--- src/rtl/camera_config_sequencer.sv ---
// Walks a {reg_addr,reg_value} ROM table and issues one SCCB write per entry, with delay and end-marker entries.
// Optional build macro CFG_TIMEOUT_EN adds a per-write timeout that aborts the run and raises err.
module camera_config_sequencer #(
  parameter int ROM_AW       = 8,
  parameter int DELAY_CYCLES = 1_000_000
`ifdef CFG_TIMEOUT_EN
  ,
  parameter int TIMEOUT_CYC  = 65_535
`endif
) (
  input  logic              clk,
  input  logic              rst_n,
  input  logic              start,
  output logic [ROM_AW-1:0] rom_addr,
  input  logic [15:0]       rom_data,
  output logic              sccb_start,
  output logic [7:0]        sccb_reg,
  output logic [7:0]        sccb_val,
  input  logic              sccb_ready,
  output logic              busy,
  output logic              done,
  output logic              err,
  output logic [ROM_AW-1:0] wr_count
);

  localparam logic [3:0] S_IDLE    = 4'd0;
  localparam logic [3:0] S_FETCH   = 4'd1;
  localparam logic [3:0] S_ROMWAIT = 4'd2;
  localparam logic [3:0] S_DECODE  = 4'd3;
  localparam logic [3:0] S_SEND    = 4'd4;
  localparam logic [3:0] S_WACK    = 4'd5;
  localparam logic [3:0] S_WDONE   = 4'd6;
  localparam logic [3:0] S_DELAY   = 4'd7;
  localparam logic [3:0] S_NEXT    = 4'd8;
  localparam logic [3:0] S_DONE    = 4'd9;

  localparam logic [15:0] END_MARK  = 16'hFFFF;
  localparam logic [15:0] DELAY_ENT = 16'hFFF0;

  localparam int              DW       = $clog2(DELAY_CYCLES + 1);
  localparam logic [DW-1:0]   DLY_LOAD = DW'(DELAY_CYCLES - 1);
  localparam logic [ROM_AW-1:0] IDX_MAX = '1;

  logic [3:0]        state;
  logic [ROM_AW-1:0] idx;
  logic [DW-1:0]     dcnt;
  logic              in_write;
  logic              to_hit;
  logic              start_ok;

  assign rom_addr = idx;
  assign busy     = (state != S_IDLE) && (state != S_DONE);
  assign done     = (state == S_DONE);
  assign in_write = (state == S_SEND) || (state == S_WACK) || (state == S_WDONE);
  // start only counts from IDLE or DONE; pulses during a run are dropped
  assign start_ok = start && !busy;

`ifdef CFG_TIMEOUT_EN
  localparam int            TW      = $clog2(TIMEOUT_CYC + 1);
  localparam logic [TW-1:0] TO_LAST = TW'(TIMEOUT_CYC - 1);

  logic [TW-1:0] tcnt;

  assign to_hit = in_write && (tcnt == TO_LAST);

  // counter is held at 0 outside a write so it restarts on every SEND entry
  always_ff @(posedge clk or negedge rst_n) begin
    if (!rst_n) begin
      tcnt <= '0;
      err  <= 1'b0;
    end else begin
      if (in_write) tcnt <= tcnt + 1'b1;
      else          tcnt <= '0;
      if (start_ok)    err <= 1'b0;
      else if (to_hit) err <= 1'b1;
    end
  end
`else
  assign to_hit = 1'b0;
  assign err    = 1'b0;
`endif

  always_ff @(posedge clk or negedge rst_n) begin
    if (!rst_n) begin
      state      <= S_IDLE;
      idx        <= '0;
      dcnt       <= '0;
      sccb_start <= 1'b0;
      sccb_reg   <= 8'h00;
      sccb_val   <= 8'h00;
      wr_count   <= '0;
    end else begin
      sccb_start <= 1'b0;
      case (state)
        S_IDLE, S_DONE: begin
          if (start_ok) begin
            state    <= S_FETCH;
            idx      <= '0;
            wr_count <= '0;
          end
        end
        S_FETCH:   state <= S_ROMWAIT;
        S_ROMWAIT: state <= S_DECODE;
        S_DECODE: begin
          if (rom_data == END_MARK) begin
            state <= S_DONE;
          end else if (rom_data == DELAY_ENT) begin
            state <= S_DELAY;
            dcnt  <= DLY_LOAD;
          end else begin
            sccb_reg <= rom_data[15:8];
            sccb_val <= rom_data[7:0];
            state    <= S_SEND;
          end
        end
        S_SEND: begin
          if (to_hit) begin
            state <= S_DONE;
          end else if (sccb_ready) begin
            sccb_start <= 1'b1;
            state      <= S_WACK;
          end
        end
        S_WACK: begin
          if (to_hit)           state <= S_DONE;
          else if (!sccb_ready) state <= S_WDONE;
        end
        S_WDONE: begin
          if (to_hit) begin
            state <= S_DONE;
          end else if (sccb_ready) begin
            if (wr_count != IDX_MAX) wr_count <= wr_count + 1'b1;
            state <= S_NEXT;
          end
        end
        S_DELAY: begin
          if (dcnt == '0) state <= S_NEXT;
          else            dcnt  <= dcnt - 1'b1;
        end
        S_NEXT: begin
          // a table with no end marker finishes after its last slot
          if (idx == IDX_MAX) begin
            state <= S_DONE;
          end else begin
            idx   <= idx + 1'b1;
            state <= S_FETCH;
          end
        end
        default: state <= S_IDLE;
      endcase
    end
  end

endmodule

--- config.mk ---
export PLATFORM = sky130hd
export DESIGN_NAME = camera_config_sequencer
export DESIGN_NICKNAME = d
export VERILOG_FILES = /design/src/rtl/camera_config_sequencer.sv
export SDC_FILE = /design/constraint.sdc
export NUM_CORES = 1
export LEC_CHECK = 0
export ABC_AREA = 1
export CORE_MARGIN = 2
export CORE_UTILIZATION = 35
export DETAILED_ROUTE_END_ITERATION = 16
export PLACE_DENSITY_LB_ADDON = 0.08
export SYNTH_ARGS = -nofsm -noshare
export SYNTH_HDL_FRONTEND = slang
export SYNTH_SLANG_ARGS = --single-unit
--- constraint.sdc ---
create_clock -name clk -period 1.8 [get_ports clk]
set_input_delay 0.45 -clock clk [delete_from_list [all_inputs] [get_ports clk]]
set_output_delay 0.45 -clock clk [all_outputs]
set_load 0.01 [all_outputs]
==> results of run 1 <==
-- cell usage in the layout, fill, tap and decap left out, types with 6 or more instances in the layout --
cell / count
xor2_1: 6
a21oi_1: 6
inv_1: 39
buf_4: 56
clkbuf_8: 12
nand2_1: 180
dfrtp_1: 53
o21ai_0: 23
nor2_2: 8
clkdlybuf4s50_1: 46
xnor2_1: 8
nand2_2: 10
nand3_1: 57
nor2_1: 58
-- power groups by stage --
stage / registers (W) / logic, W / clock network [W]
5_1_grt: 0.00197 / 0.00350 / 0.00138
3_3_place_gp: 0.00193 / 0.00290 / 0
2_1_floorplan: 0.00202 / 0.00162 / 0
4_1_cts: 0.00192 / 0.00296 / 0.00135
3_5_place_dp: 0.00193 / 0.00293 / 0
6_report: 0.00192 / 0.00310 / 0.00129
-- logic make-up (layout without fill, tap and decap cells) --
logic type	after synthesis	in the layout	share of synthesized area, %
simple gates	325	326	39.6
compound gates	37	37	6.14
other cells	1	1	0.110
xor+xnor	14	14	3.60
buf+inv	57	177	7.21
flops	57	57	41.9
fa+ha+maj	4	4	1.47
-- stage by stage --
stage          hold WS, ps  std cells
2_1_floorplan          154        495
3_3_place_gp           456        711
3_5_place_dp           458        711
4_1_cts                106        737
5_1_grt                130        745
6_report               102        745
-- Yosys cell counts --
cell type,n
o211ai_1,1
inv_1,39
o21ai_2,3
o21a_1,1
o22ai_1,1
nand4_1,5
nand2_2,6
buf_4,2
o21ai_0,23
dfrtp_1,57
conb_1,1
nor2_4,1
o21bai_1,1
buf_2,5
ha_1,4
or2_2,1
a21oi_2,1
inv_4,1
buf_6,2
clkbuf_1,2
nor3_2,1
xor2_1,6
xnor2_1,8
nand2_1,184
nand3_1,57
nor2_2,2
inv_2,5
clkinv_1,1
nand3b_1,1
a21oi_1,6
nor3_1,2
nor2_1,65
-- area by class of cell --
type | count | area share (%)
repair buffers | 115 | 21.9
inverters | 46 | 3.65
multi-input cells | 382 | 37.0
clock buffers | 14 | 3.60
well taps | 129 | 3.36
clock inverters | 2 | 0.730
flip-flops and latches | 57 | 29.8
-- worst max path at each step --
stage / from / end / cells past startpoint
floorplan: dcnt[0] / dcnt[8] / 9
global placement: rom_data[2] / sccb_val[0] / 11
detailed placement: rom_data[6] / dcnt[10] / 9
CTS: rom_addr[2] / rom_addr[2] / 1
global route: state[0] / busy / 5
finish: wr_count[4] / wr_count[4] / 1
-- routing by layer --
layer / share of wire, % / vias to the layer above / track usage [%]
li1: - / 1788 / -
met1: 49 / 1609 / 25.9
met3: 3.3 / 11 / 3.53
met5: 0 / - / 0
met4: 1.2 / 0 / 6.46
met2: 47 / 61 / 31.2
-- what timing repair did --
action	in CTS	in global routing
pin swaps	3	2
gates cloned	0	1
gates resized for setup	13	17
buffers inserted	10	7
endpoints found under the setup margin	12	36
==> metrics.cfg, run 1 <==
[pwr]
p_int_w = 0.00377
power_frac_comb_pct = 49.1
p_leak_nw = 2.44
power_frac_clock_pct = 20.5
peakVddDrop_uv = 617
switching_share_pct = 40.2
finalPower_w = 0.00631
p_sw_w = 0.00254
power_frac_seq_pct = 30.4
p_per_area_nw_per_um2 = 1320

[synthesis]
synth_cell_types = 32
synth_top_cell_area_share_pct = 41.9
syn-num-nets = 519
ys_seq_area_share_pct = 41.9
ys_warn_count = 0
yosys.area.top_type = dfrtp_1
synthCells = 495
syn_area_per_cell_sq_um = 6.88
ys_seq_elements = 57
synthTopCellsByArea = dfrtp_1 (42%), nand2_1 (20%), nand3_1 (8.4%)
syn-cell-area_sq_um = 3400

[worst_setup_path]
reg2reg_depth = 11
max_stage_delay_ps = 550
cp-end-kind = primary output
path_delay_family = buffers and inverters
crit_type = flop to primary output
cp_cell_sequence = clkdlybuf4s50_1
slowest_stage = clkdlybuf4s50_1
cp_max_fo = 5
worstPathRequired_ps = 1350
startpoint_type = flop
regToRegStartpoint = state[2]
rrSetupSlack_ps = 130
critical_path_arrival_ps = 1310
r2r_end = state[1]
worst-path-buf-inv = 1

[drt]
dr_total_vias = 3469
drtIter0Drc = 119
post_drt_wl_per_cell_um = 12.4
drc = 0
vias_per_cell = 4.66
dr.pass1.iters = 4
routed_wl_um = 9260
drtAntennaViolNets = 0

[clocking]
cts.sinks = 57
ctsHtreeMaxLevel = 3
cts_buffers = 9
clk_latency_ps = 340
root_buffer = clkbuf_8
clkTransAtPathRegs_ps = 60
cts-hold-fix-buffers = 0
clockBufferDepth = 2
cts_tree = yes

[outcome]
status = finished, final reports clean

[place]
dp_hpwl_um = 6480
gp_congestion = 0.840
placed_cell_area_sq_um = 4410
port_buffers = 54
place_ws_ps = -272

[floorplan]
row_count = 35
design.die.area_sq_um = 10500
start_util_pct = 36.5
core_sq_um = 9330
die_h_um = 103
boundaryPins = 56
die-width_um = 103

[global_route]
grt_overflow = 0
antenna_found_initial = 0
grt_usage_pct = 19.2
grt_pass1_wl_um = 15900
grt_max_degree = 58
first_global_vias = 3398

[finish]
largest_reg_flops = 20
fillers = 968
final_cell_area_sq_um = 4800
syn_to_final_growth_pct = 41.1
multi_input_area_sq_um = 1780
regMostFlops = dcnt
final_layout_size_suffix_gt1_share_pct = 18.7
seqCellArea_sq_um = 1430
final_nets = 635
insertedDiodeCount = 0
final_core_util_pct = 51.5

[sta]
period_share_pct = 97.7
maxSlewViolCount = 0
setup_viol = 0
period_needed_ps = 1760
fmax_mhz = 569
finalClockSkew_ps = 8.82
rsz0062_at_grt = true
finalWorstSetupSlack_ps = 41.8
hold_viol = 0
setup-tns-final_ps = 0

[worst_hold_path]
hold_class = input port to asynchronous set/reset pin

[job]
cap_violations = 0

No activity file was read; power rests on OpenSTA's default activity.
==> run 2: changes to the inputs <==
- DONT_BUFFER_PORTS: default -> 1
- SETUP_SLACK_MARGIN: default -> 0.15
==> run 2 against run 1 <==
  * Critical path depth rose by 3
  * The flow now finishes with violations (negative hold slack)
  * Global-route usage fell by 1.5 points
  * Clock-buffer cell count fell by 3
==> metrics.cfg, run 2 (synthesis results as in run 1) <==
[worst_setup_path]
crit_type = flop to primary output
startpoint_type = flop
slowest_stage = dfrtp_2
cp_max_fo = 5  ; unchanged
cp_cell_sequence = nor2_2, nand2_2, nand2_4, inv_4
critical_path_arrival_ps = 1200  ; -110 ps
reg2reg_depth = 9  ; -2
path_delay_family = flip-flops
cp-end-kind = primary output
max_stage_delay_ps = 450  ; -100 ps
cp.depth = 4  ; +3
worstPathRequired_ps = 1350  ; about the same
worst-path-buf-inv = 1  ; unchanged

[global_route]
met2_usage_pct = 28.2  ; -3.0 points
grt_usage_pct = 17.7  ; -1.5 points
grt_max_degree = 58  ; unchanged
antenna_found_initial = 0  ; unchanged
grt.met3_usage_pct = 4.47  ; +0.95 points
grt_overflow = 0  ; unchanged
first_global_vias = 3142  ; -7.5%
grtUsageMet1_pct = 23.2  ; -2.7 points
top_usage_layer = met2
grt_pass1_wl_um = 14700  ; -7.8%

[finish]
insertedDiodeCount = 0  ; unchanged
final_core_util_pct = 45.5  ; -6.0 points
syn_to_final_growth_pct = 24.6
final_cell_mix = nand2_1 (178), nand3_1 (55), nor2_1 (49), dfrtp_1 (49)
final_nets = 559  ; -12%
final_common_cell = nand2_1
largest_reg_flops = 20  ; unchanged
regMostFlops = dcnt
final_layout_size_suffix_gt1_share_pct = 21.2  ; +2.5 points

[place]
gp_congestion = 0.816  ; -2.9%
dp_hpwl_um = 6020  ; -7.1%
port_buffers = 0  ; -100%

[clocking]
cts.sinks = 57  ; unchanged
clkTransAtPathRegs_ps = 80  ; +20 ps
ctsHtreeMaxLevel = 3  ; unchanged
root_buffer = clkbuf_8
cts_tree = yes
cts_buffers = 9  ; unchanged
clk_latency_ps = 350  ; about the same
clockBufferDepth = 2  ; unchanged

[drt]
post_drt_wl_per_cell_um = 13.1  ; +5.4%
drc = 0  ; unchanged
dr.pass1.iters = 4  ; unchanged
drtIter0Drc = 92  ; -23%
vias_per_cell = 4.83  ; +3.7%
routed_wl_um = 8750  ; -5.5%
drtAntennaViolNets = 0  ; unchanged
dr_total_vias = 3227  ; -7.0%

[floorplan]
die_h_um = 103  ; unchanged
core_sq_um = 9330  ; unchanged
design.die.area_sq_um = 10500  ; unchanged
die-width_um = 103  ; unchanged
start_util_pct = 36.5  ; unchanged
row_count = 35  ; unchanged
boundaryPins = 56  ; unchanged

[pwr]
p_per_area_nw_per_um2 = 1450  ; +10%
peakVddDrop_uv = 498  ; -19%
finalPower_w = 0.00616  ; -2.4%
p_leak_nw = 2.06  ; -15%

[sta]
whs_ps = -212  ; -314 ps
setup-tns-final_ps = 0  ; unchanged
period_needed_ps = 1650  ; -113 ps
finalClockSkew_ps = 16.2  ; +7.42 ps
rsz0062_at_grt = true
hold_viol = 57  ; +57
fmax_mhz = 608  ; +6.8%
setup_viol = 0  ; unchanged
period_share_pct = 91.4  ; -6.3 points
maxSlewViolCount = 0  ; unchanged

[worst_hold_path]
hold_class = input port to asynchronous set/reset pin

[job]
cap_violations = 0  ; unchanged

[outcome]
status = finished, violations left
violations = negative hold slack

-- run 2: worst paths after layout --
path                            slack (ps)     endpoint          from
worst max-delay path                   150         busy      state[2]
worst min-delay path                  -210  rom_addr[6]         rst_n
worst max register to register         220     dcnt[15]       dcnt[8]
worst min register to register         510     dcnt[17]      dcnt[17]
max in group asynchronous             1910     state[0]         rst_n
min in group clk                       240  sccb_reg[5]  rom_data[13]
-- run 2: repair_timing --
action / in CTS / in global routing
gates resized for setup: 12 / 47
hold endpoints to repair: 57 / 57
pin swaps: 1 / 16
setup endpoints to repair: 36 / 53
gates cloned: 0 / 2
buffers inserted: 2 / 14
-- run 2: final cells by class --
class	instances	area, sq um
fill	974	5090
clock buffer	11	151
timing repair buffer	40	368
sequential	57	1440
clock inverter	4	76.3
multi-input combinational	381	1860
inverter	46	183
tap	129	161
-- run 2: layer usage --
layer | vias to the layer above | wire length (um) | part of all wire, %
met5 | - | 0 | 0
met4 | 0 | 133 | 1.5
met3 | 9 | 510 | 5.8
met2 | 74 | 4060 | 46
met1 | 1507 | 4050 | 46
li1 | 1637 | - | -
-- run 2: through the flow --
step,area (sq um),setup WS (ps),hold WS (ps),cells
final,4240,154,-212,668
after global routing,4240,87.6,-230,668
after CTS,3950,127,-222,652
after detailed placement,3670,-257,156,635
after global placement,3670,-190,156,635
after floorplan,3400,197,154,495
-- run 2: power breakdown --
group	leakage (nW)	switching, W	internal (W)
Sequential	0.735	0.000439	0.00166
Combinational	1.21	0.00157	0.00108
Clock	0.112	0.000558	0.000850
Total	2.06	0.00257	0.00359
-- run 2: worst reg2reg max path: stages, from the launching register on --
cell       delay (ps)
dfrtp_1           420
nor2_4            150
nand2_2            80
nor2_4            120
nand3_2           120
nand2_2           130
nand2_4           120
clkbuf_16         190
nand2_1            60
o21ai_0            70
